--- src/rtl/uart_word_packer.sv ---
// Packs four consecutive UART bytes (first byte in [31:24]) into a 32-bit word with a valid/ready output.
// Define UART_WORD_PACKER_TIMEOUT_EN to discard stalled partial words and pulse frame_err.
module uart_word_packer #(
  parameter logic [31:0] CMD_WORD       = 32'h0100_0000,
  parameter int unsigned TIMEOUT_CYCLES = 50000
) (
  input  logic        clk,
  input  logic        rst_n,
  input  logic [7:0]  rx_data,
  input  logic        rx_done,
  input  logic        word_ready,
  output logic [31:0] word_out,
  output logic        word_valid,
  output logic        cmd_hit,
  output logic        overrun,
  output logic        frame_err,
  output logic [1:0]  byte_cnt
);

  typedef enum logic {
    IDLE    = 1'b0,
    COLLECT = 1'b1
  } state_t;

  state_t      state_reg, state_next;
  logic        rx_done_q_reg;
  logic [23:0] shift_reg, shift_next;
  logic [1:0]  cnt_reg, cnt_next;
  logic [31:0] word_reg, word_next;
  logic        valid_reg, valid_next;
  logic        cmd_hit_reg, cmd_hit_next;
  logic        overrun_reg, overrun_next;
  logic        rx_event;
  logic [31:0] completed;

`ifdef UART_WORD_PACKER_TIMEOUT_EN
  localparam logic [19:0] TMO_LIMIT = 20'(TIMEOUT_CYCLES);
  logic [19:0] tmo_reg, tmo_next;
  logic        frame_err_reg, frame_err_next;
`else
  logic unused_timeout;
  assign unused_timeout = (TIMEOUT_CYCLES == 0);
`endif

  assign rx_event  = rx_done & ~rx_done_q_reg;
  assign completed = {shift_reg, rx_data};

  always_ff @(posedge clk or negedge rst_n) begin
    if (!rst_n) begin
      state_reg     <= IDLE;
      rx_done_q_reg <= 1'b0;
      shift_reg     <= '0;
      cnt_reg       <= '0;
      word_reg      <= '0;
      valid_reg     <= 1'b0;
      cmd_hit_reg   <= 1'b0;
      overrun_reg   <= 1'b0;
`ifdef UART_WORD_PACKER_TIMEOUT_EN
      tmo_reg       <= '0;
      frame_err_reg <= 1'b0;
`endif
    end else begin
      state_reg     <= state_next;
      rx_done_q_reg <= rx_done;
      shift_reg     <= shift_next;
      cnt_reg       <= cnt_next;
      word_reg      <= word_next;
      valid_reg     <= valid_next;
      cmd_hit_reg   <= cmd_hit_next;
      overrun_reg   <= overrun_next;
`ifdef UART_WORD_PACKER_TIMEOUT_EN
      tmo_reg       <= tmo_next;
      frame_err_reg <= frame_err_next;
`endif
    end
  end

  always_comb begin
    state_next   = state_reg;
    shift_next   = shift_reg;
    cnt_next     = cnt_reg;
    word_next    = word_reg;
    valid_next   = valid_reg;
    cmd_hit_next = 1'b0;
    overrun_next = 1'b0;
`ifdef UART_WORD_PACKER_TIMEOUT_EN
    tmo_next       = tmo_reg;
    frame_err_next = 1'b0;
`endif

    // An accept frees the slot; a word completing on the same edge reloads it below.
    if (valid_reg && word_ready) begin
      valid_next = 1'b0;
    end

    case (state_reg)
      IDLE: begin
        cnt_next = 2'd0;
`ifdef UART_WORD_PACKER_TIMEOUT_EN
        tmo_next = '0;
`endif
        if (rx_event) begin
          shift_next = {16'h0000, rx_data};
          cnt_next   = 2'd1;
          state_next = COLLECT;
        end
      end
      COLLECT: begin
        if (rx_event) begin
`ifdef UART_WORD_PACKER_TIMEOUT_EN
          tmo_next = '0;
`endif
          if (cnt_reg == 2'd3) begin
            word_next    = completed;
            valid_next   = 1'b1;
            overrun_next = valid_reg & ~word_ready;
            cmd_hit_next = (completed == CMD_WORD);
            cnt_next     = 2'd0;
            state_next   = IDLE;
          end else begin
            shift_next = {shift_reg[15:0], rx_data};
            cnt_next   = cnt_reg + 2'd1;
          end
        end else begin
`ifdef UART_WORD_PACKER_TIMEOUT_EN
          if (tmo_reg + 20'd1 == TMO_LIMIT) begin
            tmo_next       = '0;
            shift_next     = '0;
            cnt_next       = 2'd0;
            frame_err_next = 1'b1;
            state_next     = IDLE;
          end else begin
            tmo_next = tmo_reg + 20'd1;
          end
`endif
        end
      end
      default: begin
        state_next = IDLE;
        cnt_next   = 2'd0;
      end
    endcase
  end

  assign word_out   = word_reg;
  assign word_valid = valid_reg;
  assign cmd_hit    = cmd_hit_reg;
  assign overrun    = overrun_reg;
  assign byte_cnt   = cnt_reg;
`ifdef UART_WORD_PACKER_TIMEOUT_EN
  assign frame_err  = frame_err_reg;
`else
  assign frame_err  = 1'b0;
`endif

endmodule
--- config.mk ---
export PLATFORM = sky130hd
export DESIGN_NAME = uart_word_packer
export DESIGN_NICKNAME = d
export VERILOG_FILES = /design/src/rtl/uart_word_packer.sv
export SDC_FILE = /design/constraint.sdc
export NUM_CORES = 1
export LEC_CHECK = 0
export ABC_CLOCK_PERIOD_IN_PS = 1460
export CORE_UTILIZATION = 48
export CTS_BUF_LIST = sky130_fd_sc_hd__clkbuf_2
export CTS_CLUSTER_SIZE = 12
export DETAILED_ROUTE_END_ITERATION = 7
export GPL_ROUTABILITY_DRIVEN = 0
export PLACE_DENSITY = 0.78
export SLEW_MARGIN = 25
export SYNTH_ARGS = -nofsm -noshare
export SYNTH_HDL_FRONTEND = slang
export SYNTH_SLANG_ARGS = --single-unit
--- constraint.sdc ---
create_clock -name clk -period 1.46 [get_ports clk]
set_input_delay 0.146 -clock clk [delete_from_list [all_inputs] [get_ports clk]]
set_output_delay 0.146 -clock clk [all_outputs]
set_load 0.1 [all_outputs]
* Yosys cells after proc, flatten, opt, wreduce, memory -nomap -nowiden
Index checks and enable logic that the tools add are counted.
** Word-level totals
- Bits in registers :: 63
- Output and inout bits :: 38
** Operators by class
- Equal/unequal tests :: 5
- Reductions and logical operators :: 3
- Bitwise operators :: 5
- Muxes and demuxes :: 22
- Add/sub/neg operators :: 1
** Operators by type and width (number)
- two-way mux 24 bit :: 3
- case mux 24 bit (2 select lines) :: 1
- == test 32 x 25 -> 1 bit (second input constant) :: 1
- two-way mux 1 bit :: 14
- AND reduction 3 bit :: 2
- two-way mux 2 bit :: 2
- != test 2 bit (second input constant) :: 2
- case mux 2 bit (2 select lines) :: 1
- inverter 1 bit :: 3
- adder 2 x 1 -> 2 bit (second input constant) :: 1
- AND 1 bit :: 2
- == test 2 bit (second input constant) :: 1
- != test 2 x 1 -> 1 bit (second input constant) :: 1
- case mux 1 bit (2 select lines) :: 1
- logical AND 1 bit :: 1

* Logic depth before layout (Yosys ltp)
Gate-level depths: netlist of run 1.
- Depth in word-level cells :: 5
- Gate-level depth with buffers :: 6
- Depth with buffers taken out :: 4

* Worst setup path after synthesis of run 1
No wires, ideal clock.
- Path type :: register -> register
- Start :: register cnt_reg[0], in the netlist byte_cnt[0]
- End :: register shift_reg[5]
- Slack :: -0.626 ns
- Required time :: 1.335 ns
- Cell stages (with the launch flop) :: 6
- Arrival time :: 1.962 ns
- Buffers on the path :: 1
- Cells stage by stage :: dfrtp_1 -> ha_1 -> nand2_1 -> nand2_4 -> buf_6 -> mux2_2
** On the way
- Cells in the longest elaborated chain, start to end :: 3
** Ends and longest elaborated chain
- from (decl) :: line 28 : logic [1:0] cnt_reg, cnt_next;
- from (signal assigned) :: line 66 : cnt_reg <= cnt_next;
- == test 2 bit :: line 113 : if (cnt_reg == 2'd3) begin
- != test 2 bit (no line)
- AND reduction 3 bit (no line)
- to (signal assigned) :: line 65 : shift_reg <= shift_next;
- to (decl) :: line 27 : logic [23:0] shift_reg, shift_next;
No other way between the ends.
A chain may end at the register's enable or synchronous reset.

* Worst setup path after layout of run 1
- Start :: register cnt_reg[1], in the netlist byte_cnt[1]
- End :: register word_reg[0], in the netlist word_out[0]
** On the way
- Cells in the longest elaborated chain, start to end :: 2
** Ends and longest elaborated chain
- == test 2 bit :: line 113
- AND reduction 3 bit (no line)
- to (signal assigned) :: line 67 : word_reg <= word_next;
- to (decl) :: line 29 : logic [31:0] word_reg, word_next;
No other way between the ends.

==> results of run 1 <==
## logic make-up after synthesis
kind of cell / Yosys count / synth area share [%]
compound gates: 19 / 6.348
fa+ha+maj: 1 / 0.5037
buf+inv: 9 / 3.828
flops: 63 / 63.48
mux: 41 / 18.69
other cells: 1 / 0.1510
simple gates: 23 / 7.003
## layout make-up
class	count	area (sq um)
Multi-Input combinational cell	86	878.3
Clock inverter	6	51.30
Fill cell	306	1217
Timing Repair Buffer	60	983.4
Clock buffer	10	50.05
Sequential cell	63	1584
Tap cell	67	83.83
## through the flow
step	hold slack (ns)	worst slack (ns)	setup TNS, ns	area (sq um)	utilization, %
detailed placement	0.06966	-0.3287	-7.274	3451	71.17
global placement	0.06850	-0.2495	-4.929	3451	71.17
CTS	0.07707	-0.02566	-0.02566	3590	74.04
floorplan	-0.1496	-0.1265	-4.510	2504	-
global route	0.1013	-0.04952	-0.5896	3631	74.89
finish	0.1109	-0.02023	-0.1283	3631	74.89
## worst max-delay path, delay by kind of cell (launching register included)
family        cells  cell delay, ns
fa+ha+maj         1            0.19
simple gates      1            0.11
buf+inv           1            0.19
flops             1            0.53
mux               1            0.35
## timing repair
| action | CTS | global route |
|---|---|---|
| pin swaps | 2 | 0 |
| endpoints found under the hold margin | 63 | 0 |
| hold buffers | 1 | 0 |
| setup buffers | 0 | 1 |
| gates resized for setup | 7 | 9 |
| setup endpoints to repair | 27 | 29 |
| gates cloned | 1 | 0 |
## routing by layer
layer  track usage (%)  part of all wire, %  vias up
met3             7.317                  5.7        6
met2             36.67                   53       65
li1                  -                    -      705
met1             27.21                   40      818
met5                 0                    0        -
met4             8.547                 0.81        0
## synthesized netlist by cell type, drive strengths merged
| library cell | count |
|---|---|
| nand2 | 6 |
| mux2i | 1 |
| ha | 1 |
| nand4 | 1 |
| and3b | 1 |
| nor3 | 1 |
| nand2b | 1 |
| nor2b | 2 |
| nor4 | 7 |
| conb | 1 |
| o21a | 1 |
| nor2 | 1 |
| a22o | 16 |
| buf | 9 |
| nor4b | 1 |
| mux2 | 40 |
| dfrtp | 63 |
| o21ai | 2 |
| nand3b | 1 |
| nand4b | 1 |
## worst max path at each step
stage                      startpoint             to  slack [ns]  cells after the start
after floorplan           byte_cnt[1]    word_out[0]       -0.13                      4
after global placement        rx_done  shift_reg[17]       -0.25                      4
after detailed placement      rx_done  shift_reg[15]       -0.33                      4
after CTS                 byte_cnt[1]    byte_cnt[1]       -0.03                      2
after global routing      byte_cnt[1]    word_out[4]       -0.05                      4
final                     byte_cnt[1]    word_out[0]       -0.02                      4
==> flow_summary.ini, run 1 <==
[floorplanning]
start_util_pct = 51.23
die-area_sq_um = 5466
fp.dieW_microns = 73.93
fp-row-count = 25
ios = 50
coreArea_sq_um = 4848
die_height_microns = 73.93

[finish]
antenna_cells = 0
final_common_cell = dfrtp_1
fin_nets = 233
final_cell_mix = dfrtp_1 (61), buf_12 (40), mux2_2 (28)
drive_gt1_share_pct = 50.22
largest_reg_flops = 32
final_cells = 292
area_delta_synth_final_pct = 46.20

[synthesis]
ys_seq_area_share_pct = 63.48
ys_types = 25
syn_area_per_cell_sq_um = 15.82
synthCells = 157
mappedNetlistArea_sq_um = 2484
ys_ff_latch = 63
yosys-top-cells-area = dfrtp_1 (63%), mux2_2 (18%), a22o_1 (5.6%), buf_6 (2.7%), nor4_1 (1.8%)
syn_nets = 170
synth_area_leader_cell = dfrtp_1
yosys.area.top_type_share_pct = 63.48
yosys_warnings = 0

[global_routing]
grt_pass1_vias = 1712
grt-ovfl-total = 0
grt_max_degree = 39
grt_usage_pct = 22.20
antenna_found_initial = 0
grt_pass1_wl_microns = 8776

[clock_tree]
cts_inserted_buffers = 9
clock-sinks = 63
cts_max_level = 3
cts_tree = done
cts_buffer_depth = 2
clk_pin_slew_ns = 0.17
cts.root.buffer_cell = clkbuf_2
clk_latency_ns = 0.47

[critical_path]
timing.rr.start = byte_cnt[1]
critPathSlowestCell = dfrtp_4
crit_path_max_incr_delay_ns = 0.53
critical_path_required_ns = 1.83
cp.arrival_ns = 1.85
r2r-end = word_out[0]
rrSetupSlack_ns = -0.02
critPathLaunchType = flip-flop
worstRegToRegCells = 4
path_max_fanout = 19
crit_type = flip-flop to flip-flop
cp-end-kind = flip-flop
path_cells = ha_4 > nand4b_4 > buf_12 > mux2_2

[drt]
drt_pass1_iterations = 5
wire_per_inst_microns = 18.29
ant_nets = 0
vias = 1594
drc = 0
wl_microns = 5340
drtIter0Drc = 103
avgViaCountPerCell = 5.459

[flow_run]
drv_cap = 0

[timing]
finalWorstSetupSlack_ns = -0.02023
period_minus_slack_ns = 1.480
skew_ns = 0.01989
setup_viol = 8
final_max_slew_viol_count = 0
max_freq_mhz = 675.6
final-hold-violation-count = 0
period_share_pct = 101.4
rsz0062_at_grt = yes

[run_status]
status = finished with violations
violations = negative setup slack

[min_path]
min_path_type = input port to asynchronous set/reset pin

[placed_design]
hpwl_microns = 3716
portBuffers = 48
placed_cells = 273
Power of run 1 is not shown: default switching activity piles up to over one toggle a cycle in this logic, so the estimate is an artifact.
==> run 2: changes to the inputs <==
==> constraint.sdc (replaced) <==
create_clock -name clk -period 1.46 [get_ports clk]
set_input_delay 0.146 -clock clk [delete_from_list [all_inputs] [get_ports clk]]
set_output_delay 0.146 -clock clk [all_outputs]
set_load 0.02 [all_outputs]
==> flow_summary.ini, run 2 (same netlist as run 1, synthesis figures left out) <==
[critical_path]
crit_path_max_incr_delay_ns = 0.42
crit_path_frequent_cell = nand2_2
critical_path_required_ns = 1.85
critPathLaunchType = flip-flop
cp-end-kind = flip-flop
crit_type = flip-flop to flip-flop
path_max_fanout = 6
crit_family = flip-flops
cp.arrival_ns = 1.83
path_cells = ha_2 > nand2_2 > nand2_2 > mux2_2
critPathSlowestCell = dfrtp_2
critPathBufInv = 0

[finish]
final_cells = 293
antenna_cells = 0
drive_gt1_share_pct = 33.19
largest_reg_flops = 32
fillers = 395
final_cell_mix = dfrtp_1 (61), mux2_2 (39), dlygate4sd2_1 (36)
fin_area_sq_um = 3148
final_common_cell = dfrtp_1
area_delta_synth_final_pct = 26.75
final_util_pct = 64.93
fin_nets = 234

[floorplanning]
start_util_pct = 51.23
die_height_microns = 73.93
ios = 50
fp-row-count = 25
die-area_sq_um = 5466
fp.dieW_microns = 73.93
coreArea_sq_um = 4848

[placed_design]
placed_cells = 274
hpwl_microns = 3218
portBuffers = 48
dpl-instance-area_sq_um = 3085
dp_slack_ns = -0.1717

[timing]
final-hold-violation-count = 0
rsz0062_at_grt = yes
max_freq_mhz = 693.7
final_max_slew_viol_count = 0
period_share_pct = 98.73
setup_viol = 0
skew_ns = 0.01470
fin_hold_ws_ns = 0.06344
fin_tns_setup_ns = 0
period_minus_slack_ns = 1.441
finalWorstSetupSlack_ns = 0.01853

[global_routing]
grt_max_degree = 53
antenna_found_initial = 0
grt_usage_pct = 20.33
grt_pass1_vias = 1534
grt_pass1_wl_microns = 7810
grt-ovfl-total = 0

[run_status]
status = complete, no violations

[clock_tree]
clk_pin_slew_ns = 0.17
cts.root.buffer_cell = clkbuf_2
clk_latency_ns = 0.48
cts_tree = done
cts_max_level = 3
clock-sinks = 63
cts_buffer_depth = 2
cts_inserted_buffers = 9

[pwr]
max-vdd-ir-drop_uv = 1072
p_per_area_nw_per_um2 = 1928
leakage_nw = 1.574
total_power_mw = 6.068

[drt]
drc = 0
drtIter0Drc = 57
wire_per_inst_microns = 16.54
drt_pass1_iterations = 5
vias = 1549
avgViaCountPerCell = 5.287
wl_microns = 4846
ant_nets = 0

[flow_run]
drv_cap = 0

[min_path]
min_path_type = input port to asynchronous set/reset pin
-- run 2: power breakdown --
group,internal (mW),total (mW),switching [mW]
sequential,2.46,3.01,0.553
combinational,1.13,2.25,1.12
clock,0.193,0.801,0.608
total,3.79,6.07,2.28
-- run 2: layout make-up --
type | instances | area (sq um) | share of cell area, %
clock inverters | 7 | 30.03 | 0.9539
multi-input cells | 87 | 837.1 | 26.59
flip-flops and latches | 63 | 1579 | 50.16
clock buffers | 9 | 45.04 | 1.431
repair buffers | 60 | 573.1 | 18.20
well taps | 67 | 83.83 | 2.663
-- run 2: worst paths after layout --
path | to | cells past startpoint | slack (ns) | startpoint
max in group asynchronous | shift_reg[8] | 3 | 0.82 | rst_n
min in group clk | rx_done_q_reg | 2 | 0.25 | rx_done
worst max register to register | shift_reg[3] | 4 | 0.02 | byte_cnt[0]
worst min register to register | word_out[24] | 1 | 0.52 | word_out[24]
worst min-delay path | word_out[22] | 2 | 0.06 | rst_n
worst max-delay path | shift_reg[3] | 4 | 0.02 | byte_cnt[0]
-- run 2: per-layer routing --
| metal | routed length [microns] | global-route usage (%) | up-vias |
|---|---|---|---|
| met5 | 0 | 0 | - |
| met1 | 2224 | 27.34 | 781 |
| met3 | 236 | 5.285 | 9 |
| met4 | 82 | 12.18 | 0 |
| met2 | 2302 | 29.90 | 52 |
| li1 | - | - | 707 |
-- run 2: timing repair --
action	in CTS	in global routing
setup buffers	0	0
cloned	1	1
pin swaps	1	1
resized for setup	37	4
endpoints found under the setup margin	44	25
endpoints found under the hold margin	63	0
hold buffers	1	0
Note: power is estimated with default switching activity, not from simulation.
